`config.mk`:
```
export PLATFORM = sky130hd
export DESIGN_NAME = mem_port_arbiter_flat
export DESIGN_NICKNAME = d
export VERILOG_FILES = /design/src/rtl/mem_port_arbiter_pkg.sv /design/src/rtl/mem_port_arbiter_if.sv /design/src/rtl/mem_port_arbiter_mux2.sv /design/src/rtl/mem_port_arbiter_rr_arbiter2.sv /design/src/rtl/mem_port_arbiter.sv /design/src/flat_wrapper.sv
export SDC_FILE = /design/constraint.sdc
export NUM_CORES = 1
export LEC_CHECK = 0
export ABC_CLOCK_PERIOD_IN_PS = 4600
export CORE_MARGIN = 1
export CORE_UTILIZATION = 48
export CTS_CLUSTER_SIZE = 16
export DETAILED_ROUTE_END_ITERATION = 10
export PLACE_DENSITY = 0.87
export SYNTH_ARGS = -nofsm -noshare
export SYNTH_HDL_FRONTEND = slang
export SYNTH_SLANG_ARGS = --single-unit
```
`constraint.sdc`:
```
create_clock -name CLK -period 4.6 [get_ports CLK]
set_clock_uncertainty 0.2 [all_clocks]
set_input_delay 1.38 -clock CLK [delete_from_list [all_inputs] [get_ports CLK]]
set_output_delay 1.38 -clock CLK [all_outputs]
set_load 0.02 [all_outputs]
```
`src/rtl/mem_port_arbiter_pkg.sv`:
```
// Shared definitions for the memory-port arbiter: FSM encoding, requester IDs
// and default bus widths.
package mem_port_arbiter_pkg;

    localparam int ADDR_WIDTH_DEF = 6;
    localparam int DATA_WIDTH_DEF = 32;

    typedef enum logic [1:0] {
        IDLE  = 2'd0,
        ISSUE = 2'd1,
        WAIT  = 2'd2,
        DONE  = 2'd3
    } state_t;

    localparam logic REQ_DCACHE = 1'b0;
    localparam logic REQ_ICACHE = 1'b1;

endpackage

```
`src/rtl/mem_port_arbiter_if.sv`:
```
// Requester-side busywait ports for both caches plus the main-memory port.
// Handshake: a requester holds READx/WRITEx, ADDRx and WDATAx and stalls while
// BUSYWAITx is high. BUSYWAITx drops for exactly one cycle, during which RDATAx
// is valid for reads. Memory raises MEM_BUSYWAIT to accept a command and drops
// it with MEM_RDATA valid when the access is complete.
interface mem_port_arbiter_if #(
    parameter int ADDR_WIDTH = 6,
    parameter int DATA_WIDTH = 32
);
    logic                  READ0, WRITE0, BUSYWAIT0;
    logic [ADDR_WIDTH-1:0] ADDR0;
    logic [DATA_WIDTH-1:0] WDATA0, RDATA0;
    logic                  READ1, WRITE1, BUSYWAIT1;
    logic [ADDR_WIDTH-1:0] ADDR1;
    logic [DATA_WIDTH-1:0] WDATA1, RDATA1;
    logic                  MEM_READ, MEM_WRITE, MEM_BUSYWAIT;
    logic [ADDR_WIDTH-1:0] MEM_ADDR;
    logic [DATA_WIDTH-1:0] MEM_WDATA, MEM_RDATA;

    // Arbiter side.
    modport slave (
        input  READ0, WRITE0, ADDR0, WDATA0, READ1, WRITE1, ADDR1, WDATA1,
               MEM_RDATA, MEM_BUSYWAIT,
        output BUSYWAIT0, RDATA0, BUSYWAIT1, RDATA1,
               MEM_READ, MEM_WRITE, MEM_ADDR, MEM_WDATA
    );

    // Caches plus memory, as seen from outside the arbiter.
    modport master (
        output READ0, WRITE0, ADDR0, WDATA0, READ1, WRITE1, ADDR1, WDATA1,
               MEM_RDATA, MEM_BUSYWAIT,
        input  BUSYWAIT0, RDATA0, BUSYWAIT1, RDATA1,
               MEM_READ, MEM_WRITE, MEM_ADDR, MEM_WDATA
    );
endinterface

```
`src/rtl/mem_port_arbiter_mux2.sv`:
```
// Generic 2-to-1 mux used for memory-side address and data steering.
module mux2 #(
    parameter int WIDTH = 1
) (
    input  logic             sel,
    input  logic [WIDTH-1:0] a,
    input  logic [WIDTH-1:0] b,
    output logic [WIDTH-1:0] y
);
    assign y = sel ? b : a;
endmodule

```
`src/rtl/mem_port_arbiter_rr_arbiter2.sv`:
```
// Two-request round-robin pick: a lone request wins outright, a tie goes to
// the requester that was not granted last.
module rr_arbiter2 (
    input  logic req0,
    input  logic req1,
    input  logic last_grant,
    output logic grant_valid,
    output logic grant
);
    assign grant_valid = req0 | req1;
    assign grant       = (req0 & req1) ? ~last_grant : req1;
endmodule

```
`src/rtl/mem_port_arbiter.sv`:
```
// Shares one main-memory port between the data cache (0) and instruction
// cache (1) with round-robin fairness and a latched, sequenced transaction.
module mem_port_arbiter
    import mem_port_arbiter_pkg::*;
#(
    parameter int ADDR_WIDTH = ADDR_WIDTH_DEF,
    parameter int DATA_WIDTH = DATA_WIDTH_DEF
) (
    input  logic                   CLK,
    input  logic                   RESET_N,
    mem_port_arbiter_if.slave      bus,
    output state_t                 dbg_state,
    output logic                   dbg_grant
);
    state_t                state;
    logic                  grant, last_grant;
    logic                  mem_read, mem_write;
    logic [ADDR_WIDTH-1:0] addr_lat0, addr_lat1;
    logic [DATA_WIDTH-1:0] wdata_lat0, wdata_lat1;
    logic [DATA_WIDTH-1:0] rdata0, rdata1;
    logic                  req0, req1, pick_valid, pick, pick_write;

    assign req0 = bus.READ0 | bus.WRITE0;
    assign req1 = bus.READ1 | bus.WRITE1;

    rr_arbiter2 u_rr (
        .req0       (req0),
        .req1       (req1),
        .last_grant (last_grant),
        .grant_valid(pick_valid),
        .grant      (pick)
    );

    // READ and WRITE together is illegal; the write wins.
    assign pick_write = pick ? bus.WRITE1 : bus.WRITE0;

    always_ff @(posedge CLK or negedge RESET_N) begin
        if (!RESET_N) begin
            state      <= IDLE;
            grant      <= REQ_DCACHE;
            last_grant <= REQ_ICACHE;
            mem_read   <= 1'b0;
            mem_write  <= 1'b0;
            addr_lat0  <= '0;
            addr_lat1  <= '0;
            wdata_lat0 <= '0;
            wdata_lat1 <= '0;
            rdata0     <= '0;
            rdata1     <= '0;
        end else begin
            case (state)
                IDLE: begin
                    if (pick_valid) begin
                        grant      <= pick;
                        mem_read   <= ~pick_write;
                        mem_write  <= pick_write;
                        addr_lat0  <= bus.ADDR0;
                        addr_lat1  <= bus.ADDR1;
                        wdata_lat0 <= bus.WDATA0;
                        wdata_lat1 <= bus.WDATA1;
                        state      <= ISSUE;
                    end
                end
                ISSUE: begin
                    if (bus.MEM_BUSYWAIT) state <= WAIT;
                end
                WAIT: begin
                    if (!bus.MEM_BUSYWAIT) begin
                        mem_read  <= 1'b0;
                        mem_write <= 1'b0;
                        if (!mem_write) begin
                            if (grant == REQ_ICACHE) rdata1 <= bus.MEM_RDATA;
                            else                     rdata0 <= bus.MEM_RDATA;
                        end
                        state <= DONE;
                    end
                end
                DONE: begin
                    last_grant <= grant;
                    state      <= IDLE;
                end
                default: state <= IDLE;
            endcase
        end
    end

    mux2 #(.WIDTH(ADDR_WIDTH)) u_addr_mux (
        .sel(grant), .a(addr_lat0), .b(addr_lat1), .y(bus.MEM_ADDR)
    );
    mux2 #(.WIDTH(DATA_WIDTH)) u_wdata_mux (
        .sel(grant), .a(wdata_lat0), .b(wdata_lat1), .y(bus.MEM_WDATA)
    );

    assign bus.MEM_READ  = mem_read;
    assign bus.MEM_WRITE = mem_write;
    assign bus.RDATA0    = rdata0;
    assign bus.RDATA1    = rdata1;

    // A requester stalls until its own DONE cycle.
    assign bus.BUSYWAIT0 = req0 & ~((state == DONE) && (grant == REQ_DCACHE));
    assign bus.BUSYWAIT1 = req1 & ~((state == DONE) && (grant == REQ_ICACHE));

    assign dbg_state = state;
    assign dbg_grant = grant;
endmodule

```
`src/flat_wrapper.sv`:
```
// flat-port wrapper written by rule: the top's interface ports become plain ports
module mem_port_arbiter_flat import mem_port_arbiter_pkg::*;
#(
    parameter int ADDR_WIDTH = ADDR_WIDTH_DEF,
    parameter int DATA_WIDTH = DATA_WIDTH_DEF
)
  (CLK, RESET_N, dbg_state, dbg_grant, bus_READ0, bus_WRITE0, bus_ADDR0, bus_WDATA0, bus_READ1, bus_WRITE1, bus_ADDR1, bus_WDATA1, bus_MEM_RDATA, bus_MEM_BUSYWAIT, bus_BUSYWAIT0, bus_RDATA0, bus_BUSYWAIT1, bus_RDATA1, bus_MEM_READ, bus_MEM_WRITE, bus_MEM_ADDR, bus_MEM_WDATA);
  mem_port_arbiter_if #(.ADDR_WIDTH(ADDR_WIDTH), .DATA_WIDTH(DATA_WIDTH)) bus_i ();
  input  logic CLK;
  input  logic RESET_N;
  output state_t dbg_state;
  output logic dbg_grant;
  input wire logic [$bits(bus_i.READ0)-1:0] bus_READ0;
  input wire logic [$bits(bus_i.WRITE0)-1:0] bus_WRITE0;
  input wire logic [$bits(bus_i.ADDR0)-1:0] bus_ADDR0;
  input wire logic [$bits(bus_i.WDATA0)-1:0] bus_WDATA0;
  input wire logic [$bits(bus_i.READ1)-1:0] bus_READ1;
  input wire logic [$bits(bus_i.WRITE1)-1:0] bus_WRITE1;
  input wire logic [$bits(bus_i.ADDR1)-1:0] bus_ADDR1;
  input wire logic [$bits(bus_i.WDATA1)-1:0] bus_WDATA1;
  input wire logic [$bits(bus_i.MEM_RDATA)-1:0] bus_MEM_RDATA;
  input wire logic [$bits(bus_i.MEM_BUSYWAIT)-1:0] bus_MEM_BUSYWAIT;
  output wire logic [$bits(bus_i.BUSYWAIT0)-1:0] bus_BUSYWAIT0;
  output wire logic [$bits(bus_i.RDATA0)-1:0] bus_RDATA0;
  output wire logic [$bits(bus_i.BUSYWAIT1)-1:0] bus_BUSYWAIT1;
  output wire logic [$bits(bus_i.RDATA1)-1:0] bus_RDATA1;
  output wire logic [$bits(bus_i.MEM_READ)-1:0] bus_MEM_READ;
  output wire logic [$bits(bus_i.MEM_WRITE)-1:0] bus_MEM_WRITE;
  output wire logic [$bits(bus_i.MEM_ADDR)-1:0] bus_MEM_ADDR;
  output wire logic [$bits(bus_i.MEM_WDATA)-1:0] bus_MEM_WDATA;
  assign bus_i.READ0 = bus_READ0;
  assign bus_i.WRITE0 = bus_WRITE0;
  assign bus_i.ADDR0 = bus_ADDR0;
  assign bus_i.WDATA0 = bus_WDATA0;
  assign bus_i.READ1 = bus_READ1;
  assign bus_i.WRITE1 = bus_WRITE1;
  assign bus_i.ADDR1 = bus_ADDR1;
  assign bus_i.WDATA1 = bus_WDATA1;
  assign bus_i.MEM_RDATA = bus_MEM_RDATA;
  assign bus_i.MEM_BUSYWAIT = bus_MEM_BUSYWAIT;
  assign bus_BUSYWAIT0 = bus_i.BUSYWAIT0;
  assign bus_RDATA0 = bus_i.RDATA0;
  assign bus_BUSYWAIT1 = bus_i.BUSYWAIT1;
  assign bus_RDATA1 = bus_i.RDATA1;
  assign bus_MEM_READ = bus_i.MEM_READ;
  assign bus_MEM_WRITE = bus_i.MEM_WRITE;
  assign bus_MEM_ADDR = bus_i.MEM_ADDR;
  assign bus_MEM_WDATA = bus_i.MEM_WDATA;
  mem_port_arbiter #(.ADDR_WIDTH(ADDR_WIDTH), .DATA_WIDTH(DATA_WIDTH)) u_core (.CLK(CLK), .RESET_N(RESET_N), .bus(bus_i), .dbg_state(dbg_state), .dbg_grant(dbg_grant));
endmodule
```
==> results of run 1 <==
==> synthesized netlist by cell type (2+ instances only) <==
cell and n:
buf_2 4, buf_12 2, nor2_1 3, buf_1 3, inv_1 6, mux2_1 9, ha_1 5, mux2_2 161
buf_4 9, o32ai_1 3, nor4b_4 2, mux2_4 10, dfrtp_1 145, a21oi_1 4
==> worst max-delay path, stage by stage <==
cell and delay (ns):
clkdlybuf4s50_1 0.57, nor2_1 0.08, a21oi_1 0.13, clkdlybuf4s50_1 0.62
==> cell families after synthesis <==
| group | count (synthesis) | share of synthesized area |
|---|---|---|
| AOI/OAI and AO/OA | 14 | 0.0170 |
| and+or+nand+nor | 9 | 0.0160 |
| adders and majority gates | 5 | 0.0101 |
| buffers and inverters | 26 | 0.0292 |
| muxes | 180 | 0.335 |
| DFF | 146 | 0.593 |
==> cells in the final DEF, fill, tap and decap left out, types with 2 or more instances in the layout <==
cell type / Yosys / final
a21oi_1: 4 / 4
clkdlybuf4s50_1: 0 / 222
buf_12: 2 / 2
clkinvlp_4: 0 / 5
clkinv_4: 0 / 2
nor2_1: 3 / 3
ha_1: 5 / 5
clkinv_2: 0 / 2
mux2_4: 10 / 10
inv_1: 6 / 6
buf_4: 9 / 8
dfrtp_1: 145 / 144
mux2_1: 9 / 9
bufinv_16: 0 / 4
nor4b_4: 2 / 2
mux2_2: 161 / 161
o32ai_1: 3 / 3
clkbuf_16: 0 / 17
==> metrics by stage <==
stage | util | cell area (um^2) | worst slack [ns] | power (mW)
after floorplan | - | 6170 | 1.26 | 4.46
after global placement | 0.682 | 8570 | 0.270 | 5.86
after detailed placement | 0.682 | 8570 | 0.248 | 6.02
after CTS | 0.732 | 9190 | 0.237 | 7.50
after global routing | 0.732 | 9190 | 0.177 | 7.80
final | 0.732 | 9190 | 0.236 | 7.43
==> sequential cells by signal, indices dropped and copies added, names as in the netlist <==
signal,count
u_core.addr_lat0,6
u_core.dbg_grant,1
u_core.addr_lat1,6
u_core.last_grant,1
u_core.bus.MEM_READ,1
u_core.bus.RDATA0,32
u_core.dbg_state,2
u_core.bus.RDATA1,32
u_core.wdata_lat1,32
u_core.wdata_lat0,32
u_core.bus.MEM_WRITE,1
==> metal layers <==
layer,GRT usage,vias up,wire (um)
li1,-,1826,-
met1,0.235,2027,5260
met2,0.386,173,7330
met3,0.100,23,1490
met4,0.0952,0,250
met5,0,-,0
==> area by class of cell <==
class,count,area (um^2)
fillers,835,3370
flip-flops and latches,146,3660
clock buffers,19,443
repair buffers,233,2330
inverters,6,22.5
clock inverters,13,185
multi-input cells,208,2340
well taps,172,215
==> report_power, final <==
part	switching, mW	internal [mW]
clock	0.525	0.920
sequential	0.423	1.95
combinational	1.57	2.04
==> worst paths after layout <==
kind                                        from                     to
hold reg to reg            u_core.wdata_lat1[25]  u_core.wdata_lat1[25]
hold / removal             u_core.wdata_lat1[25]  u_core.wdata_lat1[25]
setup / recovery                       bus_READ1          bus_BUSYWAIT1
setup reg to reg                u_core.dbg_grant   u_core.bus.RDATA1[9]
min in group asynchronous                RESET_N  u_core.bus.RDATA0[25]
max in group asynchronous                RESET_N  u_core.bus.RDATA0[19]
==> impl_metrics.ini, run 1 <==
[status]
status = completed

[layout]
layout-drive-gt1-share = 0.352
antennaDiodeCount = 0
num-nets-final = 732
stdcell_count = 797
syn_to_final_growth_pct = 49.1

[timing]
final.min_clock_period_ns = 4.36
fmax_mhz = 229
setup_viol_count_final = 0
tns_ns = 0
worst_pin_slew_ns = 0.940
hold_slack_ns = 0.291
slew_viol_final = 0
relSlewSlack = 0.374
grt_setup_unrepaired = false
hold_viol = 0
finalCritPeriodShare = 0.949

[critical_path]
cp.required_ns = 3.02
critPathKind = in2out
critPathCaptureType = primary output
ff2ff_setup_slack_ns = 1.86
cp_max_fo = 4
cp.arrival_ns = 2.78
ff2ff_path_depth = 4
critPathLaunchType = input pin

[detailed_routing]
initialDrtViolationCount = 180
route.detailed.drc = 0
drtPass1Iterations = 4
ant_nets = 0
wl_per_cell_um = 18.0
via_per_inst = 5.08
via_count = 4049
routed_wl_um = 14300

[clock_tree]
cts_setup_buffers = 0
hold_buffers = 0
cts_resized = 0
cts_max_level = 4
cts.clk_slew.worst_paths_ns = 0.06
clock_latency_ns = 0.41
clock_path_buffers = 2
cts_sinks = 146
cts-buffers-inserted = 17
cts-root-buf = clkbuf_16
cts_tree = done

[placement]
dp_cells = 765
place.gp.congestion = 0.747
io_buffers = 223
dpl.hpwl_um = 10300

[floorplan]
ios = 224
core_area_um2 = 12600
die_x_um = 115
start_util = 0.491
die_h_um = 115
dieArea_um2 = 13300
rows = 41

[grt]
grt_max_degree = 92
grt_overflow = 0
antenna_found_initial = 0
grt_usage = 0.223
grt_pass1_wl_um = 22200
grt_pass1_vias = 4339

[hold_path]
hp-class = reg2reg
min_path_cells = 1

[logic_synthesis]
ys_top_cells_by_area = dfrtp_1 59%, mux2_2 29%, mux2_4 2.4%, mux2_1 1.6%, buf_4 1.1%
synth_area_leader_cell = dfrtp_1
synthFlopType = dfrtp_1
synth_nets = 500
synth-edff-count = 0
avgSynthCellArea_um2 = 16.2
synth_area_um2 = 6170
synthArstFlopShare = 1.00
netlist_instances = 380
synth_seq_area_share = 0.593
ys_ff_latch = 146
ys_types = 28
yosysWarningCount = 0
synthDominantCellAreaShare = 0.588

[power_and_ir_drop]
vdd_ir_drop_max_mv = 0.386
p_leak_nw = 3.84
power_density_nw_per_um2 = 808

[run]
cap_violations = 0
Note: power is estimated with default switching activity, not from simulation.
==> run 2, diff against run 1 <==
CELL_PAD_IN_SITES_DETAIL_PLACEMENT = 1   (was unset)
CELL_PAD_IN_SITES_GLOBAL_PLACEMENT = 2   (was unset)
CORE_UTILIZATION = 32   (was 48)
==> run 2 against run 1 <==
Effect of this change:
- largest cell class unchanged
- core utilization decreased by 24 points
- highest routed layer unchanged
- fmax decreased by 0.24%
- clock power decreased by 9.7%
- worst setup slack got worse by 0.011 ns
- count of clock-buffer cells in the layout increased by 2
- hold slack got worse by 0.0038 ns
- register-to-register slack improved by 0.13 ns
==> impl_metrics.ini, run 2 (synthesis results as in run 1) <==
[status]
status = completed

[layout]
num-nets-final = 734
antennaDiodeCount = 0
stdcell_area_um2 = 9220
layout-drive-gt1-share = 0.352
final_common_cell = clkdlybuf4s50_1
mostFrequentLayoutCells = 222 x clkdlybuf4s50_1, 161 x mux2_2, 144 x dfrtp_1, 17 x clkbuf_16
stdcell_count = 861
syn_to_final_growth_pct = 49.6

[detailed_routing]
drtPass1Iterations = 5
via_per_inst = 4.71
wl_met1_um = 6020
ant_nets = 0
route.detailed.drc = 0
via_count = 4055
routed_wl_um = 15800
initialDrtViolationCount = 52
wl_per_cell_um = 18.3
wl_met2_um = 8230
route.met3.wl_um = 1270
highest_layer = met4

[floorplan]
die_h_um = 141
start_util = 0.329
dieArea_um2 = 19800
rows = 50
ios = 224
core_area_um2 = 18800
die_x_um = 141

[grt]
grt_usage = 0.164
grt_pass1_vias = 4692
grt_pass1_wl_um = 24900
grt_overflow = 0
antenna_found_initial = 0
grt_max_degree = 68

[clock_tree]
clock_path_buffers = 2
cts_tree = done
cts.clk_slew.worst_paths_ns = 0.06
cts-root-buf = clkbuf_16
cts_sinks = 146
cts_max_level = 4
cts_setup_buffers = 0
hold_buffers = 0
clock_latency_ns = 0.41
cts_resized = 0
cts-buffers-inserted = 17

[timing]
slew_viol_final = 0
hold_viol = 0
tns_ns = 0
finalCritPeriodShare = 0.951
grt_setup_unrepaired = false
setup_viol_count_final = 0
fmax_mhz = 229
final.min_clock_period_ns = 4.37
relSlewSlack = 0.503
worst_pin_slew_ns = 0.746

[critical_path]
critPathCaptureType = primary output
ff2ff_path_depth = 4
ff2ff_setup_slack_ns = 1.99
r2r_start = u_core.dbg_grant
cp.required_ns = 3.02
critPathKind = in2out
cp_max_fo = 2
r2r_end = u_core.bus.RDATA1[27]
cp.arrival_ns = 2.79
critPathLaunchType = input pin

[placement]
dpl.hpwl_um = 11600
place.gp.congestion = 0.744
dp_cells = 829
placed_area_um2 = 8660
io_buffers = 223

[power_and_ir_drop]
power_density_nw_per_um2 = 791
vdd_ir_drop_max_mv = 0.329
p_leak_nw = 3.82

[hold_path]
hp-class = reg2reg
min_path_cells = 1
hold_start = u_core.bus.RDATA1[4]
min_to = u_core.bus.RDATA1[4]

[run]
cap_violations = 0
## run 2: report_power, final
part | switching [mW] | internal (mW) | total [mW]
sequential | 0.396 | 1.95 | 2.35
clock | 0.539 | 0.776 | 1.31
combinational | 1.60 | 2.03 | 3.63
## run 2: metrics by stage
stage          setup slack (ns)  total power, mW  hold WS, ns  utilization
3_5_place_dp              0.196             6.06        0.279        0.461
3_3_place_gp              0.204             5.89        0.268        0.461
4_1_cts                   0.180             7.42        0.293        0.491
5_1_grt                   0.143             7.72        0.312        0.491
2_1_floorplan              1.26             4.46        0.259            -
6_report                  0.225             7.30        0.287        0.491
## run 2: cell type report
class / count / area [um^2]
timing repair buffer: 235 / 2350
inverter: 6 / 22.5
sequential: 146 / 3660
tap: 234 / 293
fill: 1834 / 9540
clock buffer: 21 / 460
clock inverter: 11 / 105
multi-input combinational: 208 / 2340
## run 2: critical path: stages
cell             delay [ns]
clkdlybuf4s50_1        0.49
nor2_1                 0.08
a21oi_1                0.17
clkdlybuf4s50_1        0.68
## run 2: layer usage
layer  global-route usage  vias up
met5                    0        -
met4               0.0595        0
met3               0.0591       18
li1                     -     1832
met2                0.297      154
met1                0.175     2051
## run 2: worst max path at each step
stage / from / endpoint / slack [ns] / depth (start not counted)
4_1_cts: bus_WRITE1 / bus_BUSYWAIT1 / 0.18 / 4
6_report: bus_WRITE1 / bus_BUSYWAIT1 / 0.23 / 4
5_1_grt: bus_WRITE1 / bus_BUSYWAIT1 / 0.14 / 4
3_3_place_gp: bus_WRITE1 / bus_BUSYWAIT1 / 0.20 / 4
3_5_place_dp: bus_WRITE1 / bus_BUSYWAIT1 / 0.20 / 4
2_1_floorplan: bus_WRITE1 / bus_BUSYWAIT1 / 1.26 / 2
==> run 3, diff against run 2 <==
--- a/config.mk
+++ b/config.mk
@@ -6,12 +6,12 @@
 export NUM_CORES = 1
 export LEC_CHECK = 0
-export ABC_CLOCK_PERIOD_IN_PS = 4600
+export ABC_CLOCK_PERIOD_IN_PS = 4100
 export CELL_PAD_IN_SITES_DETAIL_PLACEMENT = 1
 export CELL_PAD_IN_SITES_GLOBAL_PLACEMENT = 2
 export CORE_MARGIN = 1
-export CORE_UTILIZATION = 32
+export CORE_UTILIZATION = 30
 export CTS_CLUSTER_SIZE = 16
 export DETAILED_ROUTE_END_ITERATION = 10
-export PLACE_DENSITY = 0.87
+export PLACE_DENSITY = 0.82
 export SYNTH_ARGS = -nofsm -noshare
 export SYNTH_HDL_FRONTEND = slang
==> constraint.sdc (replaced) <==
create_clock -name CLK -period 4.1 [get_ports CLK]
set_clock_uncertainty 0.2 [all_clocks]
set_input_delay 1.23 -clock CLK [delete_from_list [all_inputs] [get_ports CLK]]
set_output_delay 1.23 -clock CLK [all_outputs]
set_load 0.05 [all_outputs]
==> run 3 against run 2 <==
Effect of this change:
- highest routed layer unchanged
- worst setup slack better by 0.083 ns
- flip-flop and latch count stayed put
- critical path type unchanged
- global-route usage is 0.69 points lower
- cell count is 4.1% higher
==> impl_metrics.ini, run 3 (synthesis results as in run 1) <==
[status]
status = completed

[grt]
top_usage_layer = met2
grt_max_degree = 79
grt_util_met2 = 0.281
grt_usage = 0.157
grt_overflow = 0
grt_pass1_wl_um = 26100
antenna_found_initial = 1
grt_pass1_vias = 4657
met3_usage = 0.0517
grtUsageMet1 = 0.176

[critical_path]
crit_chain = clkdlybuf4s50_1 -> nor2_1 -> a21oi_1 -> buf_12
cp.required_ns = 2.67
critPathMaxStageDelay_ns = 0.61
critPathCaptureType = primary output
critPathKind = in2out
critPathLaunchType = input pin
crit_family = buffers and inverters
critPathSlowestCell = clkdlybuf4s50_1
cp.arrival_ns = 2.36
cp_max_fo = 6
crit_buf_inv = 2

[clock_tree]
cts-buffers-inserted = 17
cts_sinks = 146
cts_max_level = 4
cts-root-buf = clkbuf_16
cts.clk_slew.worst_paths_ns = 0.06
cts_tree = done
clock_latency_ns = 0.41
cts_resized = 0
hold_buffers = 0
clock_path_buffers = 2
cts_setup_buffers = 0

[timing]
grt_setup_unrepaired = false
hold_viol = 0
finalCritPeriodShare = 0.925
setup_viol_count_final = 0
slew_viol_final = 0
setup_slack_ns = 0.308
hold_slack_ns = 0.289
relSlewSlack = 0.497
final.min_clock_period_ns = 3.79
fmax_mhz = 264
tns_ns = 0
worst_pin_slew_ns = 0.755

[placement]
dp_cells = 863
place.gp.congestion = 0.805
dpl.hpwl_um = 11500
io_buffers = 223
dpl_worst_slack_ns = 0.314

[floorplan]
core_area_um2 = 20200
start_util = 0.306
die_x_um = 145
rows = 52
die_h_um = 145
dieArea_um2 = 21100
ios = 224

[layout]
layout-drive-gt1-share = 0.354
final_common_cell = clkdlybuf4s50_1
stdcell_count = 896
mostFrequentLayoutCells = 220 x clkdlybuf4s50_1, 161 x mux2_2, 144 x dfrtp_1, 17 x clkbuf_16, 10 x mux2_4
num-nets-final = 732
nFillCells = 2004
syn_to_final_growth_pct = 52.3

[hold_path]
hp-class = reg2reg

[detailed_routing]
initialDrtViolationCount = 130
via_per_inst = 4.54
route.detailed.drc = 0
routed_wl_um = 15900
wl_per_cell_um = 17.8
drtPass1Iterations = 4
via_count = 4066
ant_nets = 0

[run]
cap_violations = 0
-- run 3: layout make-up --
cell class,count,area [um^2],area share
sequential,146,3660,0.389
timing repair buffer,233,2380,0.253
multi-input combinational,208,2340,0.249
clock buffer,19,433,0.0461
tap,270,338,0.0360
clock inverter,13,224,0.0238
inverter,6,22.5,0.00240
antenna,1,2.50,0.000266
-- run 3: per-layer routing --
metal | vias up | share of wire
li1 | 1832 | -
met1 | 2068 | 0.40
met2 | 149 | 0.52
met3 | 17 | 0.073
met4 | 0 | 0.013
met5 | - | 0
-- run 3: final timing paths --
check | end | from | depth (start not counted) | slack, ns
hold / removal | u_core.wdata_lat1[23] | u_core.wdata_lat1[23] | 1 | 0.29
max in group asynchronous | u_core.wdata_lat0[29] | RESET_N | 2 | 2.24
setup / recovery | bus_BUSYWAIT1 | bus_WRITE1 | 4 | 0.31
hold reg to reg | u_core.wdata_lat1[23] | u_core.wdata_lat1[23] | 1 | 0.29
min in group asynchronous | u_core.bus.RDATA0[27] | RESET_N | 1 | 0.64
setup reg to reg | u_core.bus.RDATA1[22] | u_core.dbg_grant | 5 | 1.80
-- run 3: stage by stage --
stage / util / area (um^2)
after floorplan: - / 6170
after global placement: 0.433 / 8730
after detailed placement: 0.433 / 8730
after CTS: 0.466 / 9390
after global routing: 0.466 / 9390
final: 0.466 / 9390
-- run 3: worst reg2reg max path: stages (launching register included) --
cell,delay (ns)
dfrtp_2,0.37
buf_12,0.27
inv_1,0.18
nor4b_4,0.29
buf_4,0.45
mux2_2,0.42
Power of run 3 is not shown: default switching activity piles up to over one toggle a cycle in this logic, so the estimate is an artifact.
